===== src/rtl/unified_mem_arbiter.sv =====
// unified_mem_arbiter
//   Arbitrates a single shared memory port between the instruction fetch
//   stage and the load/store (MEM) stage. Only one access is outstanding at
//   a time. Both requesters pending: grants alternate, starting with data.
//   A wait counter bounds each access. When it expires the access is
//   terminated with an ack, read data of zero and a sticky timeout flag.
//
// Ports
//   clk, reset            : clock, synchronous active-high reset
//   inst_addr, inst_req   : fetch request (held until inst_ack)
//   instr, inst_ack       : registered fetch data, one-cycle completion pulse
//   data_addr, data_out   : load/store address and store data
//   mem_read, mem_write   : load/store request (held until data_ack)
//   data_in, data_ack     : registered load data, one-cycle completion pulse
//   stall                 : combinational pipeline freeze request
//   m_addr, m_wdata       : registered shared memory address / write data
//   m_rd, m_wr            : registered shared memory strobes
//   m_rdata, m_ready      : shared memory read data / completion
//   timeout_err           : sticky timeout flag, cleared only by reset
module unified_mem_arbiter #(
  parameter int unsigned WAIT_MAX = 15
) (
  input  logic        clk,
  input  logic        reset,
  input  logic [31:0] inst_addr,
  input  logic        inst_req,
  output logic [31:0] instr,
  output logic        inst_ack,
  input  logic [31:0] data_addr,
  input  logic [31:0] data_out,
  input  logic        mem_read,
  input  logic        mem_write,
  output logic [31:0] data_in,
  output logic        data_ack,
  output logic        stall,
  output logic [31:0] m_addr,
  output logic [31:0] m_wdata,
  output logic        m_rd,
  output logic        m_wr,
  input  logic [31:0] m_rdata,
  input  logic        m_ready,
  output logic        timeout_err
);

  localparam int unsigned CW = (WAIT_MAX < 1) ? 1 : $clog2(WAIT_MAX + 1);
  localparam logic [CW-1:0] WAIT_LIM = CW'(WAIT_MAX);

  typedef enum logic [1:0] {
    IDLE = 2'd0,
    DATA = 2'd1,
    INST = 2'd2
  } arbStateT;

  arbStateT    state, stateNxt;
  logic [CW-1:0] waitCnt, waitCntNxt;
  logic        lastGrantData, lastGrantDataNxt;

  logic [31:0] instrNxt, dataInNxt, mAddrNxt, mWdataNxt;
  logic        mRdNxt, mWrNxt, instAckNxt, dataAckNxt, timeoutNxt;

  logic        dataPend, instPend;
  logic        grantData, grantInst, accDone, accTimeout;

  // A requester whose ack is high this cycle is still holding its request
  // line; mask it so the same transfer is not granted twice.
  assign dataPend = (mem_read | mem_write) & ~data_ack;
  assign instPend = inst_req & ~inst_ack;

  assign stall = (inst_req & ~inst_ack) | ((mem_read | mem_write) & ~data_ack);

  // State register (and registered outputs)
  always_ff @(posedge clk) begin
    if (reset) begin
      state         <= IDLE;
      waitCnt       <= '0;
      lastGrantData <= 1'b0;
      instr         <= '0;
      data_in       <= '0;
      m_addr        <= '0;
      m_wdata       <= '0;
      m_rd          <= 1'b0;
      m_wr          <= 1'b0;
      inst_ack      <= 1'b0;
      data_ack      <= 1'b0;
      timeout_err   <= 1'b0;
    end else begin
      state         <= stateNxt;
      waitCnt       <= waitCntNxt;
      lastGrantData <= lastGrantDataNxt;
      instr         <= instrNxt;
      data_in       <= dataInNxt;
      m_addr        <= mAddrNxt;
      m_wdata       <= mWdataNxt;
      m_rd          <= mRdNxt;
      m_wr          <= mWrNxt;
      inst_ack      <= instAckNxt;
      data_ack      <= dataAckNxt;
      timeout_err   <= timeoutNxt;
    end
  end

  // Next-state logic
  always_comb begin
    grantData  = 1'b0;
    grantInst  = 1'b0;
    accDone    = 1'b0;
    accTimeout = 1'b0;
    stateNxt   = state;
    unique case (state)
      IDLE: begin
        if (dataPend && !(lastGrantData && instPend)) begin
          grantData = 1'b1;
          stateNxt  = DATA;
        end else if (instPend) begin
          grantInst = 1'b1;
          stateNxt  = INST;
        end
      end
      DATA, INST: begin
        if (m_ready) begin
          accDone  = 1'b1;
          stateNxt = IDLE;
        end else if (waitCnt == WAIT_LIM) begin
          accTimeout = 1'b1;
          stateNxt   = IDLE;
        end
      end
      default: stateNxt = IDLE;
    endcase
  end

  // Output logic: next values of the registered outputs
  always_comb begin
    instrNxt         = instr;
    dataInNxt        = data_in;
    mAddrNxt         = m_addr;
    mWdataNxt        = m_wdata;
    mRdNxt           = m_rd;
    mWrNxt           = m_wr;
    instAckNxt       = 1'b0;
    dataAckNxt       = 1'b0;
    timeoutNxt       = timeout_err;
    waitCntNxt       = waitCnt;
    lastGrantDataNxt = lastGrantData;

    if (grantData) begin
      // Both strobes high from the MEM stage is treated as a store.
      mAddrNxt         = data_addr;
      mWrNxt           = mem_write;
      mRdNxt           = ~mem_write;
      if (mem_write) begin
        mWdataNxt = data_out;
      end
      waitCntNxt       = '0;
      lastGrantDataNxt = 1'b1;
    end else if (grantInst) begin
      mAddrNxt         = inst_addr;
      mRdNxt           = 1'b1;
      mWrNxt           = 1'b0;
      waitCntNxt       = '0;
      lastGrantDataNxt = 1'b0;
    end else if (accDone || accTimeout) begin
      mRdNxt = 1'b0;
      mWrNxt = 1'b0;
      if (state == DATA) begin
        dataAckNxt = 1'b1;
        if (m_rd) begin
          dataInNxt = accDone ? m_rdata : '0;
        end
      end else begin
        instAckNxt = 1'b1;
        instrNxt   = accDone ? m_rdata : '0;
      end
      if (accTimeout) begin
        timeoutNxt = 1'b1;
      end
    end else if (state != IDLE) begin
      waitCntNxt = waitCnt + CW'(1);
    end
  end

endmodule


===== config.mk =====
export PLATFORM = sky130hd
export DESIGN_NAME = unified_mem_arbiter
export DESIGN_NICKNAME = d
export VERILOG_FILES = /design/src/rtl/unified_mem_arbiter.sv
export SDC_FILE = /design/constraint.sdc
export NUM_CORES = 1
export LEC_CHECK = 0
export BUFFER_PORTS_ARGS = -buffer_cell sky130_fd_sc_hd__buf_2
export CORE_AREA = 2 2 117 119
export CTS_BUF_LIST = sky130_fd_sc_hd__clkbuf_8
export DETAILED_ROUTE_END_ITERATION = 10
export DIE_AREA = 0 0 119 121
export PLACE_DENSITY = 0.75
export SLEW_MARGIN = 20
export SYNTH_ARGS = -nofsm -noshare
export SYNTH_HDL_FRONTEND = slang
export SYNTH_SLANG_ARGS = --single-unit

===== constraint.sdc =====
create_clock -name clk -period 1.8 [get_ports clk]
set_clock_uncertainty 0.1 [all_clocks]
set_input_delay 0.18 -clock clk [delete_from_list [all_inputs] [get_ports clk]]
set_output_delay 0.18 -clock clk [all_outputs]
set_load 0.02 [all_outputs]

# After elaboration in Yosys (flattened, before gate mapping)
# Index checks and enable logic that the tools add are counted.
[op_classes]
addsub = 1
n_eq_ne = 5
n_mux = 27
bitwise_logic = 11
n_reduce_logical = 17
[ops]
columns = ["op", "n"]
rows = [
  ["$mux W32", 3],
  ["$mux W1", 19],
  ["$mux W2", 4],
  ["$reduce_and A4 Y1", 2],
  ["$not A1 Y1", 7],
  ["$ne A3 B3 Y1 const B", 2],
  ["$reduce_and A2 Y1", 3],
  ["$reduce_and A5 Y1", 1],
  ["$add A4 B1 Y4 const B", 1],
  ["$eq A4 B4 Y1 const B", 1],
  ["$pmux W2 S2", 1],
  ["$reduce_bool A2 Y1", 2],
  ["$reduce_or A4 Y1", 1],
  ["$reduce_bool A3 Y1", 1],
  ["$reduce_or A3 Y1", 1],
  ["$and A1 B1 Y1", 2],
  ["$eq A2 B1 Y1 const B", 1],
  ["$eq A2 B2 Y1 const B", 1],
  ["$logic_and A1 B1 Y1", 2],
  ["$logic_not A2 Y1", 1],
  ["$or A1 B1 Y1", 2],
  ["$reduce_or A2 Y1", 1],
  ["$logic_not A1 Y1", 1],
  ["$logic_or A1 B1 Y1", 1],
]
[totals]
register_bits = 140
in_bits = 134
out_inout_bits = 134

# Longest topological paths before layout
[depth]
depth_word = 9
depth_mapped = 8

# Worst setup path before layout
# OpenSTA, ideal clock, no wires.
[synth_path]
path_type = "flip-flop to flip-flop"
startpoint = "register inst_ack"
endpoint = "register m_addr[0]"
setup_time_ns = 0.070
t_arrival_ns = 1.663
setup_slack_ns = -0.033
path_stages_with_launch = 6
n_path_buf = 1
period_less_slack_ns = 1.833
cell_sequence = "dfxtp_1 > nand2b_1 > o21ai_0 > a21oi_1 > clkbuf_1 > o2bb2ai_1"
[synth_between]
elab_chain_len = 8
word_cells_on_any_way = 12
cone_classes = "mux: 6; bitwise: 2; reduce/logical: 4"
[synth_lines]
columns = ["element", "line", "rtl"]
rows = [
  ["start, declared", "28", "output logic inst_ack,"],
  ["start signal, assigned", "96", "inst_ack <= instAckNxt;"],
  ["$not A1 Y1 (*)", "67", "assign instPend = inst_req & ~inst_ack;"],
  ["$and A1 B1 Y1 (*)", "67", ""],
  ["$logic_and A1 B1 Y1", "111", "if (dataPend && !(lastGrantData && instPend)) begin"],
  ["$logic_not A1 Y1", "111", ""],
  ["$logic_and A1 B1 Y1", "111", ""],
  ["$mux W1", "111", ""],
  ["$mux W1", "109", "unique case (state)"],
  ["$mux W32 / $reduce_bool A2 Y1 (equally long branches)", "n/a", ""],
  ["end signal, assigned", "92", "m_addr <= mAddrNxt;"],
  ["end, declared", "36", "output logic [31:0] m_addr,"],
]
# Mark *: on every way between the ends. The rest lies on a longest branch, timed or not.
# A chain may end at the register's enable or synchronous reset.

# Worst setup path after layout
[layout_path]
startpoint = "register state[1]"
endpoint = "register data_in[0]"
[layout_between]
elab_chain_len = 5
word_cells_on_any_way = 13
cone_classes = "eq/ne: 2; mux: 5; bitwise: 2; reduce/logical: 4"
[layout_lines]
columns = ["element", "line", "rtl"]
rows = [
  ["start, declared", "54", "arbStateT state, stateNxt;"],
  ["start signal, assigned", "87", "state <= stateNxt;"],
  ["$eq A2 B1 Y1 / $eq A2 B2 Y1 (equally long branches)", "109, 165", ""],
  ["$reduce_or A2 Y1", "109", ""],
  ["$mux W1", "109", ""],
  ["$logic_or A1 B1 Y1", "162", "end else if (accDone || accTimeout) begin"],
  ["$reduce_and A5 Y1 (no source line)", "n/a", ""],
  ["end signal, assigned", "91", "data_in <= dataInNxt;"],
  ["end, declared", "33", "output logic [31:0] data_in,"],
]
# Several ways; a longest one is shown, not always the timed one.

==> Flow_metrics.wiki <==
{| class="wikitable"
! Metric !! Value
|-
| Global-route total usage across every layer || 26.23%
|-
| Leading cell type in the layout, fill and taps excluded || buf_2
|-
| Antenna-violating nets left || 0
|-
| Final estimated routing congestion in global placement || 0.7789
|-
| Area leader, netlist || dfxtp_1
|-
| Clock group share of total power || 30.2%
|-
| Power, Total || 8.977 mW
|-
| Type of the worst setup path || reg2reg
|-
| Detailed router's first-iteration violation count || 465
|-
| Family with the most delay on the worst path || buffers and inverters
|-
| Vias per cell || 5.033
|-
| Least-Margin Pin Slew || 0.2845 ns
|-
| CTS tree || built
|-
| CTS Buffer Depth || 2
|-
| Maximum level of the CTS H-tree || 4
|-
| Logic pwr share || 30.2%
|-
| Depth of the most critical reg-to-reg path || 8
|-
| Number of distinct standard cells referenced by the synthesized netlist || 41
|-
| Basic-gate share of the synthesized area counting and, or, nand and nor cells || 13.85%
|-
| Post-synthesis share of cell area spent on full adders, half adders and majority gates || 0.6812%
|-
| Post-Synthesis Mean Instance Area || 10.24 sq um
|-
| Growth of design area from synthesis to finish || 65.99%
|-
| Minimum setup slack in the final design || 0.02193 ns
|-
| Syn. warnings || 0
|-
| Slowest cell on the critical path || dfxtp_2
|-
| Share of the yosys chip area belonging to registers || 50.86%
|-
| Overall overflow remaining after global route || 0
|-
| Slack of the worst reg-to-reg path || 0.02 ns
|-
| Power Dens Cells || 981.5 mW/mm^2
|-
| Vias in the first global route || 5806
|-
| Net switching component of the power || 2.844 mW
|-
| Number of top-level design ports || 268
|-
| Reg-to-reg endpoint || data_in[0]
|-
| Area fraction in compound gates after synthesis || 16.62%
|-
| Die outline width || 119 microns
|-
| Number of logic stages on the critical path including buffering || 8
|-
| Final TNS setup || 0 ns
|-
| Most frequent cells in the layout || 267 x buf_2, 136 x dfxtp_1, 128 x dlygate4sd3_1, 99 x nand2_1, 62 x mux2i_1
|-
| Number of antenna violations at the first check in global routing || 0
|-
| Max Cap Viol || 0
|-
| Gate Count Post-Synth || 538
|-
| Fraction of registers with async set/reset || 0%
|-
| Post-synthesis instance area || 0.005510 sq mm
|-
| Number of buffer and inverter stages on the critical path || 4
|-
| Total number of vias || 5738
|-
| Sink Count || 140
|-
| Largest fanout of any net on the critical path || 8
|-
| Static Leak || 4.134 nW
|-
| Cell at the root of the clock tree || clkbuf_8
|-
| Number of optimization iterations in the first detailed-route pass || 5
|-
| Final Critical Period || 1.778 ns
|-
| Commonest register cell after synthesis || dfxtp_1
|-
| Worst slew margin || 81.03%
|-
| Result of the run || finished clean
|-
| Combinational family with the most area after synthesis || compound AO/OA/AOI/OAI gates
|-
| Critical Path, Cell by Cell || inv_2 -> ha_4 -> buf_4 -> buf_8 -> o21ai_4 -> and4_4 -> buf_12 -> mux2i_4
|-
| Skew-Pair Late Insertion Delay || 0.44 ns
|-
| Worst setup path start || state[1]
|-
| Setup crit end kind || register
|-
| Internal || 6.134 mW
|-
| Clock slew at the register clock pins of the worst setup and hold paths || 0.07 ns
|-
| Wire length of the first global-routing pass || 29600 microns
|-
| Largest stage delay, worst path || 0.33 ns
|-
| Clock buffers created by TritonCTS || 17
|-
| Height of the die || 121 microns
|-
| Standard-cell row count || 42
|-
| Maximum number of pins on one net before global-route repair || 42
|-
| Yosys top cell area share || 50.86%
|-
| Arrival time of data at the critical path endpoint || 2.03 ns
|-
| Worst flop-to-flop path startpoint || state[1]
|-
| Final design instance area without fill || 0.009146 sq mm
|-
| Worst Setup Slack post-DPL || -0.3037 ns
|-
| Class of the worst hold path || in2reg
|-
| Placeable core region || 0.01309 sq mm
|-
| Xor-xnor portion of the synthesized cell area || 0.4768%
|-
| DRC errors left || 0
|-
| Required time of the worst setup path || 2.05 ns
|-
| Routed wirelength normalized by instance count || 17.14 microns
|-
| Total die area || 0.01440 sq mm
|-
| Number of flops mapped to enable cells by yosys || 0
|-
| Tcrit/Tclk final || 98.78%
|-
| Syn Nets || 675
|-
| Achievable clock frequency || 0.5624 GHz
|-
| Multiplexer fraction of the synthesized cell area || 12.01%
|-
| Fraction of power spent switching nets || 31.68%
|-
| Max rail drop VDD || 754.7 uV
|-
| Hpwl dp || 10780 microns
|-
| Final setup vio count || 0
|-
| Total of buffers placed on input and output ports || 267
|-
| Ratio of cells with drive above 1 in the final layout || 37.86%
|-
| Final count of pins violating max slew || 0
|-
| Post-synthesis register bit count || 140
|-
| Initial core utilization || 42.11%
|-
| Share of power burned in registers || 39.6%
|-
| Routed WL || 19540 microns
|-
| Kind of start point of the critical path || register
|-
| Final Hold Vio Count || 0
|-
| Number of antenna repair diodes || 0
|-
| Area of placed instances || 0.007154 sq mm
|-
| Last element of the critical path || data_in[0]
|-
| Cell types occupying the most area after synthesis || dfxtp_1 51%, mux2i_1 12%, nand2_1 6.8%
|-
| Post-layout nets || 1088
|}
[worst register-to-register path, delay by kind of cell, from the launching register on]
| family | cells | cell delay [ns] |
|---|---|---|
| compound gates | 1 | 0.06 |
| mux | 1 | 0.24 |
| simple gates | 1 | 0.32 |
| flops | 1 | 0.33 |
| buf+inv | 4 | 0.47 |
| fa+ha+maj | 1 | 0.16 |
[sequential cells by signal, summed over array words and instances (netlist names), 2 cells and up]
register / flops
waitCnt: 4
instr: 32
m_addr: 32
data_in: 32
state: 2
m_wdata: 32
[power by group through the flow]
| stage | clock network [mW] | logic, mW | registers (mW) |
|---|---|---|---|
| 4_1_cts | 2.75 | 2.50 | 3.54 |
| 3_5_place_dp | 0 | 2.21 | 3.60 |
| 3_3_place_gp | 0 | 2.18 | 3.60 |
| 2_1_floorplan | 0 | 1.01 | 3.95 |
| 5_1_grt | 2.89 | 2.89 | 3.59 |
| 6_report | 2.71 | 2.71 | 3.56 |
[stage by stage]
step	utilization (%)	std cells	hold slack, ns
floorplan	-	538	0.2160
finish	69.90	1140	0.04270
CTS	68.42	1131	0.002064
detailed placement	54.68	967	0.3271
global route	69.90	1140	0.04733
global placement	54.68	967	0.3213
[layer usage]
metal	share of wire [%]	track usage, %	wire (microns)
met1	39	29.67	7667
met2	50	44.79	9740
met3	7.1	7.425	1394
met4	3.8	14.21	734
met5	0	0	0
[kinds of logic after synthesis]
family | count (synthesis)
xor gates and xnor gates | 3
buffers and inverters | 50
adders and majority gates | 3
AOI/OAI and AO/OA | 114
DFF | 140
and+or+nand+nor | 162
muxes | 66
[worst min path at each step]
stage                       from     endpoint  slack (ns)  cells after the start
global placement     data_out[4]   m_wdata[4]        0.32                      3
global route           mem_write         m_rd        0.05                      4
detailed placement  data_out[18]  m_wdata[18]        0.33                      3
finish                 mem_write         m_rd        0.04                      4
floorplan            data_out[0]   m_wdata[0]        0.22                      2
CTS                    mem_write         m_rd       0.002                      4
[cell type report]
class / instances / area, sq um
fillers: 920 / 3939
flip-flops and latches: 140 / 2808
clock buffers: 21 / 289.0
clock inverters: 11 / 140.1
well taps: 176 / 220.2
repair buffers: 436 / 3177
inverters: 7 / 26.28
multi-input cells: 349 / 2486
[synthesized netlist by cell type, drive strengths merged (2+ instances only)]
cell type and count:
dfxtp 140, nand2 100, mux2i 65, a21oi 39, nand2b 35, a32o 32
o2bb2ai 32, buf 22, clkbuf 21, nor2 9, inv 7, nand3 6
o21ai 4, ha 3, xnor2 3, a211oi 2, nand3b 2
[what timing repair did]
action / in CTS / in global routing
pin swaps: 3 / 3
buffers inserted: 3 / 5
cloned: 1 / 4
hold buffers: 128 / 0
hold endpoints to repair: 130 / 0
gates resized for setup: 6 / 16
endpoints found under the setup margin: 56 / 64
No activity file was read; power rests on OpenSTA's default activity.
